### src/rtl/muldiv_sequencer_pkg.sv
// Shared decode constants and FSM state encoding for the iterative M-extension unit.
package muldiv_sequencer_pkg;

  typedef enum logic [1:0] {
    ST_IDLE = 2'b00,
    ST_CALC = 2'b01,
    ST_DONE = 2'b10
  } state_t;

  localparam logic [2:0] F3_MUL    = 3'b000;
  localparam logic [2:0] F3_MULH   = 3'b001;
  localparam logic [2:0] F3_MULHSU = 3'b010;
  localparam logic [2:0] F3_MULHU  = 3'b011;
  localparam logic [2:0] F3_DIV    = 3'b100;
  localparam logic [2:0] F3_DIVU   = 3'b101;
  localparam logic [2:0] F3_REM    = 3'b110;
  localparam logic [2:0] F3_REMU   = 3'b111;

  localparam logic [6:0] FUNCT7_MULDIV = 7'b0000001;
  localparam logic [1:0] ALUOP_RTYPE   = 2'b10;

endpackage

### src/rtl/muldiv_sequencer.sv
// Radix-2 sequential multiply/divide unit: one shift-add or restoring-divide step per cycle,
// operating on magnitudes with sign fix-up applied as the result is captured.
module muldiv_sequencer
  import muldiv_sequencer_pkg::*;
#(
  parameter int XLEN = 32
) (
  input  logic            clk,
  input  logic            reset,
  input  logic            start,
  input  logic [1:0]      ALUOp,
  input  logic [6:0]      Funct7,
  input  logic [2:0]      Funct3,
  input  logic [XLEN-1:0] SrcA,
  input  logic [XLEN-1:0] SrcB,
  output logic            busy,
  output logic            done,
  output logic [XLEN-1:0] Result
);

  localparam int CNT_W = $clog2(XLEN) + 1;
  localparam logic [CNT_W-1:0] LAST_ITER = CNT_W'(XLEN - 1);
  localparam logic [XLEN-1:0]  MOST_NEG  = {1'b1, {(XLEN-1){1'b0}}};

  function automatic logic [XLEN-1:0] cond_neg(input logic [XLEN-1:0] v, input logic en);
    return en ? -v : v;
  endfunction

  function automatic logic [2*XLEN-1:0] cond_neg_wide(input logic [2*XLEN-1:0] v, input logic en);
    return en ? -v : v;
  endfunction

  state_t           state;
  logic [CNT_W-1:0] iter_cnt;
  logic [2:0]       op;
  logic             neg_q;
  logic             neg_r;
  logic [XLEN-1:0]  hi;
  logic [XLEN-1:0]  lo;
  logic [XLEN-1:0]  opb;

  logic             accept;
  logic             a_signed, b_signed, a_neg, b_neg;
  logic [XLEN-1:0]  a_mag, b_mag;
  logic             div_zero, div_ovf;
  logic [XLEN-1:0]  fast_res;

  assign accept   = (state == ST_IDLE) && start && (ALUOp == ALUOP_RTYPE) && (Funct7 == FUNCT7_MULDIV);
  assign a_signed = (Funct3 == F3_MULH) || (Funct3 == F3_MULHSU) || (Funct3 == F3_DIV) || (Funct3 == F3_REM);
  assign b_signed = (Funct3 == F3_MULH) || (Funct3 == F3_DIV) || (Funct3 == F3_REM);
  assign a_neg    = a_signed && SrcA[XLEN-1];
  assign b_neg    = b_signed && SrcB[XLEN-1];
  assign a_mag    = cond_neg(SrcA, a_neg);
  assign b_mag    = cond_neg(SrcB, b_neg);
  assign div_zero = Funct3[2] && (SrcB == '0);
  assign div_ovf  = ((Funct3 == F3_DIV) || (Funct3 == F3_REM)) && (SrcA == MOST_NEG) && (SrcB == '1);

  // Degenerate divides bypass the iteration: zero divisor first, then signed overflow.
  always_comb begin
    fast_res = '0;
    if (div_zero)
      fast_res = Funct3[1] ? SrcA : '1;
    else if (div_ovf)
      fast_res = Funct3[1] ? '0 : SrcA;
  end

  logic [XLEN:0]   mul_sum;
  logic [XLEN:0]   div_shift;
  logic [XLEN:0]   div_diff;
  logic [XLEN-1:0] hi_nx, lo_nx;

  // hi holds the running partial product / remainder; lo holds multiplier / dividend bits.
  always_comb begin
    mul_sum   = {1'b0, hi} + (lo[0] ? {1'b0, opb} : '0);
    div_shift = {hi, lo[XLEN-1]};
    div_diff  = div_shift - {1'b0, opb};
    if (op[2]) begin
      if (!div_diff[XLEN]) begin
        hi_nx = div_diff[XLEN-1:0];
        lo_nx = {lo[XLEN-2:0], 1'b1};
      end else begin
        hi_nx = div_shift[XLEN-1:0];
        lo_nx = {lo[XLEN-2:0], 1'b0};
      end
    end else begin
      hi_nx = mul_sum[XLEN:1];
      lo_nx = {mul_sum[0], lo[XLEN-1:1]};
    end
  end

  logic [2*XLEN-1:0] prod_fix;
  logic [XLEN-1:0]   final_res;

  always_comb begin
    prod_fix  = cond_neg_wide({hi_nx, lo_nx}, neg_q);
    final_res = '0;
    case (op)
      F3_MUL:                       final_res = prod_fix[XLEN-1:0];
      F3_MULH, F3_MULHSU, F3_MULHU: final_res = prod_fix[2*XLEN-1:XLEN];
      F3_DIV, F3_DIVU:              final_res = cond_neg(lo_nx, neg_q);
      default:                      final_res = cond_neg(hi_nx, neg_r);
    endcase
  end

  always_ff @(posedge clk or negedge reset) begin
    if (!reset) begin
      state    <= ST_IDLE;
      iter_cnt <= '0;
      op       <= '0;
      neg_q    <= 1'b0;
      neg_r    <= 1'b0;
      hi       <= '0;
      lo       <= '0;
      opb      <= '0;
      Result   <= '0;
    end else begin
      case (state)
        ST_IDLE: begin
          if (accept) begin
            op    <= Funct3;
            neg_q <= a_neg ^ b_neg;
            neg_r <= a_neg;
            if (div_zero || div_ovf) begin
              Result <= fast_res;
              state  <= ST_DONE;
            end else begin
              hi       <= '0;
              lo       <= a_mag;
              opb      <= b_mag;
              iter_cnt <= '0;
              state    <= ST_CALC;
            end
          end
        end
        ST_CALC: begin
          hi       <= hi_nx;
          lo       <= lo_nx;
          iter_cnt <= iter_cnt + CNT_W'(1);
          if (iter_cnt == LAST_ITER) begin
            Result   <= final_res;
            iter_cnt <= '0;
            state    <= ST_DONE;
          end
        end
        ST_DONE: state <= ST_IDLE;
        default: state <= ST_IDLE;
      endcase
    end
  end

  assign busy = (state != ST_IDLE);
  assign done = (state == ST_DONE);

endmodule

### config.mk
export PLATFORM = sky130hd
export DESIGN_NAME = muldiv_sequencer
export DESIGN_NICKNAME = d
export VERILOG_FILES = /design/src/rtl/muldiv_sequencer_pkg.sv /design/src/rtl/muldiv_sequencer.sv
export SDC_FILE = /design/constraint.sdc
export NUM_CORES = 1
export LEC_CHECK = 0
export BUFFER_PORTS_ARGS = -buffer_cell sky130_fd_sc_hd__buf_4
export CAP_MARGIN = 20
export CORE_ASPECT_RATIO = 0.8
export CORE_MARGIN = 3
export CORE_UTILIZATION = 56
export CTS_CLUSTER_DIAMETER = 80
export DETAILED_ROUTE_END_ITERATION = 16
export PLACE_DENSITY = 0.75
export REMOVE_ABC_BUFFERS = 1
export SLEW_MARGIN = 20
export SYNTH_ARGS = -nofsm -noshare
export SYNTH_HDL_FRONTEND = slang
export SYNTH_SLANG_ARGS = --single-unit
### constraint.sdc
create_clock -name clk -period 6.5 [get_ports clk]
set_clock_uncertainty 0.15 [all_clocks]
set_input_delay 1.95 -clock clk [delete_from_list [all_inputs] [get_ports clk]]
set_output_delay 1.95 -clock clk [all_outputs]
set_load 0.02 [all_outputs]
# After elaboration in Yosys (flattened, before gate mapping)
# Cells that the tools add are included.
[word_totals] output_inout_bits=34 n_memories=0 register_bits=141 latch_bits=0 ramBits=0 mem_bits_ro=0 inputBits=79
[classes] n_mux=33 n_reduce_logical=27 magnitude_cmp=0 div=0 n_eq_ne=20 n_mul=0 n_bitwise=2 shift=0 n_addsub=8
[ops] operator="two-way mux 32 bit" count=19
[ops] operator="one-hot mux 32 bit (2 select lines)" count=3
[ops] operator="negation 32 bit" count=4
[ops] operator="one-hot mux 32 bit (3 select lines)" count=1
[ops] operator="equality test 32 bit (second input constant)" count=2
[ops] operator="two-way mux 64 bit" count=1
[ops] operator="negation 64 bit" count=1
[ops] operator="adder 32 x 32 -> 33 bit" count=1
[ops] operator="subtractor 33 x 32 -> 33 bit" count=1
[ops] operator="zero test 32 bit" count=1
[ops] operator="two-way mux 6 bit" count=3
[ops] operator="equality test 3 bit (second input constant)" count=4
[ops] operator="one-hot mux 6 bit (2 select lines)" count=1
[ops] operator="equality test 3 x 2 -> 1 bit (second input constant)" count=3
[ops] operator="logical AND 1 bit" count=8
[ops] operator="equality test 7 x 1 -> 1 bit (second input constant)" count=1
[ops] operator="logical OR 1 bit" count=7
[ops] operator="adder 6 x 1 -> 6 bit (second input constant)" count=1
[ops] operator="equality test 3 x 1 -> 1 bit (second input constant)" count=2
[ops] operator="equality test 6 x 5 -> 1 bit (second input constant)" count=1
[ops] operator="two-way mux 2 bit" count=3
[ops] operator="inequality test 2 bit (second input constant)" count=3
[ops] operator="AND reduction 3 bit" count=2
[ops] operator="equality test 2 bit (second input constant)" count=2
[ops] operator="other kinds (13)" count=15

# Depth between registers and ports, before layout
[depth] depth_word=9 ltp_mapped=25

# Worst setup path after synthesis
# No wires, ideal clock.
[synth_path] path_kind="register -> register" startpoint="reg lo[31]" endpoint="reg Result[22]" synth_period_minus_slack_ns=5.502 arrival_ns=5.220 path_stages_with_launch=25 setup_slack_ns=0.998 setup_time_ns=0.132 path_cell_list="dfrtp_1 > inv_1 > ha_1 > inv_1 > fa_1 > a211oi_1 > o211ai_2 > nand4_2 > a21bo_2 > buf_4 > a21oi_2 > o21ai_0 > a21boi_0 > ha_1 > o2111ai_1 > or2_2 > nor3_1 > nand2b_1 > nand2b_1 > or4_1 > buf_2 > o31ai_1 > xor2_1 > a221oi_1 > o21ai_0"
[synth_between] elab_chain_cells=8 word_cells_on_any_way=14 classes_between="add/sub: 4; mux: 10"
[synth_rtl] element="start, declared" line="muldiv_sequencer.sv:39" source="logic [XLEN-1:0] lo;"
[synth_rtl] element="start signal, assigned" line="muldiv_sequencer.sv:128" source="lo <= a_mag;"
[synth_rtl] element="start signal, assigned" line="muldiv_sequencer.sv:137" source="lo <= lo_nx;"
[synth_rtl] element="subtractor 33 x 32 -> 33 bit" line="muldiv_sequencer.sv:76" source="div_diff = div_shift - {1'b0, opb};"
[synth_rtl] element="two-way mux 1 bit or two-way mux 32 bit (tied branches)" line="muldiv_sequencer.sv:78" source="if (!div_diff[XLEN]) begin"
[synth_rtl] element="two-way mux 32 bit" line="muldiv_sequencer.sv:77" source="if (op[2]) begin"
[synth_rtl] element="negation 64 bit or negation 32 bit (tied branches)" line="muldiv_sequencer.sv:30, muldiv_sequencer.sv:26"
[synth_rtl] element="two-way mux 64 bit or two-way mux 32 bit (tied branches)" line="muldiv_sequencer.sv:30, muldiv_sequencer.sv:26"
[synth_rtl] element="one-hot mux 32 bit (3 select lines) (*)" line="muldiv_sequencer.sv:97" source="case (op)"
[synth_rtl] element="two-way mux 32 bit (*)" line="muldiv_sequencer.sv:139" source="if (iter_cnt == LAST_ITER) begin"
[synth_rtl] element="one-hot mux 32 bit (2 select lines) (*)" line="muldiv_sequencer.sv:117" source="case (state)"
[synth_rtl] element="end signal, assigned" line="muldiv_sequencer.sv:124" source="Result <= fast_res;"
[synth_rtl] element="end signal, assigned" line="muldiv_sequencer.sv:140" source="Result <= final_res;"
[synth_rtl] element="end, declared" line="muldiv_sequencer.sv:18" source="output logic [XLEN-1:0] Result"
# Mark *: on every way between the ends. The rest lies on a longest branch, timed or not. The select of a mux whose other input is x is not followed.
# A chain may end at the register's enable or synchronous reset.

# Worst setup path after layout
[layout_path] startpoint="reg lo[31]" endpoint="reg Result[6]"
# Same word-level chain as after synthesis.

==> impl_summary.log <==
[metrics] global-route layer with the greatest usage: met2
[metrics] most area-hungry cell type in the Yosys netlist: sky130_fd_sc_hd__dfrtp_1
[metrics] y dimension of the die: roughly 160 um
[metrics] switching share of total power: 55.3%
[metrics] Post-Place Worst Slack: 0.299 ns
[metrics] Sequential Power Share: between 10% and 20%
[metrics] die area: 0.0305 mm2
[metrics] antenna violations before repair: 2
[metrics] clock network power share: a little over a tenth
[metrics] average cell area after synthesis: 7.39 um2
[metrics] result of the run: complete, no violations
[metrics] leakage power figure: around 7 nW
[metrics] number of global-route vias before repair: about 17000
[metrics] Port Buffer Count: 112
[metrics] number of clock buffers inserted by TritonCTS: 17
[metrics] number of enable-type register cells in the synthesized netlist: 0
[metrics] Via density: between 6 and 7
[metrics] Post-route DRC: 0
[metrics] Clock Pin Slew Worst Setup and Hold Paths: roughly 0.070 ns
[metrics] final wirelength: around 62 mm
[metrics] placement row count: 54
[metrics] final core occ: between 60 and 70%
[metrics] main flop type after synthesis: sky130_fd_sc_hd__dfrtp_1
[metrics] tightest slew margin relative to the limit: between 20 and 30%
[metrics] number of nets in the layout: approximately 2400
[metrics] final number of hold-violating endpoints: 0
[metrics] Max VDD drop: roughly 360 uV
[metrics] Async S/R FF share, synth: 100%
[metrics] Period minus WS final: between 6 and 7 ns
[metrics] slowest stage cell, crit path: sky130_fd_sc_hd__fa_1
[metrics] critical path buffer and inverter count: 3
[metrics] RSZ-0062 raised after global routing: no
[metrics] number of vias in the routed layout: ~18000
[metrics] layout overhead on the synthesized area: 11.5%
[metrics] count of max-cap constraint violations: 0
[metrics] part of the total power dissipated in combinational logic: around 73%
[metrics] global route total overflow: 0
[metrics] routing usage on met1: around 57%
[metrics] sum of negative setup slack: 0 ns
[metrics] class of the worst hold path: register to register
[metrics] Post-CTS Hold Fix Bufs: 0
[metrics] initial cell density of the core: roughly 58%
[metrics] placer congestion estimate: 1.01
[metrics] worst-path fanout max: 5
[metrics] post-synth design cell area: between 0.015 and 0.02 mm2
[metrics] DRC marker count from the first detailed-route iteration: approximately 2400
[metrics] sequential share of the synthesized area: ~22%
[metrics] Fill cells: approximately 2500
[metrics] WL/cell: ~24 um
[metrics] Net Sw Power: 5.33 mW
[metrics] Setup crit start kind: register
[metrics] clock sink count: 141
[metrics] Setup-failing EPs final: 0
[metrics] internal power summed over all cells: approximately 4.3 mW
[metrics] count of non-filler cells in the finished layout: between 2000 and 3000
[metrics] fraction of post-synthesis cell area in the top cell type by area: 22.2%
[metrics] later-pin clock latency in the skew report: around 0.45 ns
[metrics] min setup slack post-route: around 0.46 ns
[metrics] met2 track demand over resource in global routing: around 58%
[metrics] kind of cell adding the most delay to the critical path: compound AO/OA/AOI/OAI gates
[metrics] Worst EP arrival: approximately 6.2 ns
[metrics] buffers from clock root to sink, at most: 2
[metrics] number of flip-flops and latches in the synthesized netlist: ~140
[metrics] gate count of the mapped netlist: 2152
[metrics] number of antenna diodes: 0
[metrics] final max-slew violation count: 0
[metrics] fraction of final layout cells with drive strength greater than 1: 12.5%
[metrics] wire length of the first global-routing pass: ~96 mm
[metrics] largest cells by area after synthesis: sky130_fd_sc_hd__dfrtp_1 22%, sky130_fd_sc_hd__o21ai_0 7.6%, sky130_fd_sc_hd__nand2_1 5.7%, sky130_fd_sc_hd__ha_1 5.5%, sky130_fd_sc_hd__xor2_1 5.0%
[metrics] H-tree depth reported by CTS: 4
[metrics] first drt pass iteration count: 7
[metrics] final critical-path share of the clock period: ~93%
[metrics] cell chosen for the clock root: sky130_fd_sc_hd__clkbuf_16
[metrics] Critical Path End Type: register
[metrics] top cells by count, synth: 241 x sky130_fd_sc_hd__nand2_1, 241 x sky130_fd_sc_hd__o21ai_0, 168 x sky130_fd_sc_hd__nor2_1
[metrics] core box area: approximately 0.028 mm2
[metrics] HPWL Detailed: around 47 mm
[metrics] power density relative to cell area: ~540 mW/mm2
[metrics] die outline width: between 150 and 200 um
[metrics] worst-margin pin slew: 1.06 ns
[metrics] maximum number of pins on one net before global-route repair: 68
[metrics] GR met3 Demand/Resource: about a tenth
[metrics] max frequency: 166 MHz
[metrics] Ports: ~110
[metrics] yosys warns: 0
[metrics] Worst Setup Path Type: register to register
[metrics] post-detailed-route count of antenna-violating nets: 0
[metrics] clock tree from TritonCTS: done
[metrics] data required time at the worst endpoint: between 6 and 7 ns
[metrics] total routing resource utilization after global routing: between 30% and 40%
[metrics] Slowest Stage Delay on Critical Path: between 0.4 and 0.5 ns
[metrics] count of different cell masters after synthesis: 100
[metrics] placed cells: between 2000 and 3000
## power by group through the flow
stage                     Clock [mW]  Sequential, mW  Combinational, mW
after CTS                       1.01            1.57               6.82
after global routing            1.04            1.62               7.58
final                           1.01            1.59               7.04
after detailed placement           0            1.58               6.77
after global placement             0            1.57               6.69
after floorplan                    0            1.59               4.58
## through the flow
stage          area, um2  power [mW]  hold slack [ns]
3_3_place_gp       17100        8.26            0.308
5_1_grt            17700        10.2            0.358
4_1_cts            17700        9.40            0.331
2_1_floorplan      15400        6.17            0.287
6_report           17700        9.65            0.332
3_5_place_dp       17100        8.36            0.322
## cells in the final DEF (no fill, tap or decap), drive strengths merged, types with 19 or more instances in the layout
master / instances
nand2b: 23
ha: 70
a211oi: 23
and2: 45
clkbuf: 20
nand2: 243
buf: 168
nor2: 170
o21ai: 259
o31ai: 29
mux2i: 30
nand3: 82
a31oi: 30
a221oi: 25
nand4: 42
xnor2: 89
a21oi: 148
nor3: 59
a21o: 22
o211ai: 36
o41ai: 20
o21a: 26
or3: 20
xor2: 90
inv: 65
and3: 19
dfrtp: 141
## per-layer routing
layer  part of all wire [%]  wire, um
met5                  0.044        27
met2                     42     25700
met4                    3.5      2150
met1                     43     26400
met3                     12      7510
## sequential cells by signal (all words and copies together) (netlist names)
register and cells:
lo 32, neg_q 1, state 2, hi 32
op 3, opb 32, neg_r 1, iter_cnt 6
Result 32
## worst register-to-register path: stages (launching register included)
cell                        delay (ns)
sky130_fd_sc_hd__dfrtp_1          0.42
sky130_fd_sc_hd__inv_1            0.11
sky130_fd_sc_hd__ha_1             0.18
sky130_fd_sc_hd__inv_1            0.06
sky130_fd_sc_hd__fa_1             0.45
sky130_fd_sc_hd__a211oi_2         0.27
sky130_fd_sc_hd__o211ai_2         0.18
sky130_fd_sc_hd__nand4_2          0.22
sky130_fd_sc_hd__a21bo_2          0.18
sky130_fd_sc_hd__a21oi_2          0.06
sky130_fd_sc_hd__o21ai_0          0.16
sky130_fd_sc_hd__buf_4            0.19
sky130_fd_sc_hd__a21boi_0         0.24
sky130_fd_sc_hd__ha_1             0.24
sky130_fd_sc_hd__o2111ai_1        0.15
sky130_fd_sc_hd__or2_2            0.37
sky130_fd_sc_hd__nor3_2           0.25
sky130_fd_sc_hd__nand2b_1         0.22
sky130_fd_sc_hd__nor2_1           0.40
sky130_fd_sc_hd__nand3_1          0.15
sky130_fd_sc_hd__nor4b_2          0.33
sky130_fd_sc_hd__a21oi_1          0.14
sky130_fd_sc_hd__xnor2_1          0.15
sky130_fd_sc_hd__a222oi_1         0.39
sky130_fd_sc_hd__o211ai_1         0.13
sky130_fd_sc_hd__o21a_1           0.14
## what timing repair did
| item | in CTS | in global routing |
|---|---|---|
| gates resized for setup | 0 | 5 |
| endpoints found under the setup margin | 0 | 11 |
| buffers inserted | 0 | 0 |
## final timing paths
| check | cells past startpoint | from | slack, ns | end |
|---|---|---|---|---|
| setup / recovery | 25 | lo[31] | 0.46 | Result[6] |
| min in group asynchronous | 1 | reset | 1.34 | opb[5] |
| hold / removal | 1 | iter_cnt[5] | 0.33 | iter_cnt[5] |
| setup reg to reg | 25 | lo[31] | 0.46 | Result[6] |
| hold reg to reg | 1 | iter_cnt[5] | 0.33 | iter_cnt[5] |
| max in group asynchronous | 2 | reset | 3.69 | op[2] |
## logic make-up after synthesis
logic type,share of synthesized area (%)
xor+xnor,9.86
compound gates,30.4
simple gates,23.8
mux,3.09
buf+inv,4.87
fa+ha+maj,5.76
flops,22.2
## final cells by class
type	count	area, um2	area share [%]
multi-input combinational	1817	11600	65.8
sequential	141	3530	19.9
timing repair buffer	168	1260	7.14
clock buffer	20	457	2.58
tap	364	455	2.57
inverter	65	244	1.38
clock inverter	12	113	0.636
Power figures use the tool's default switching activity.
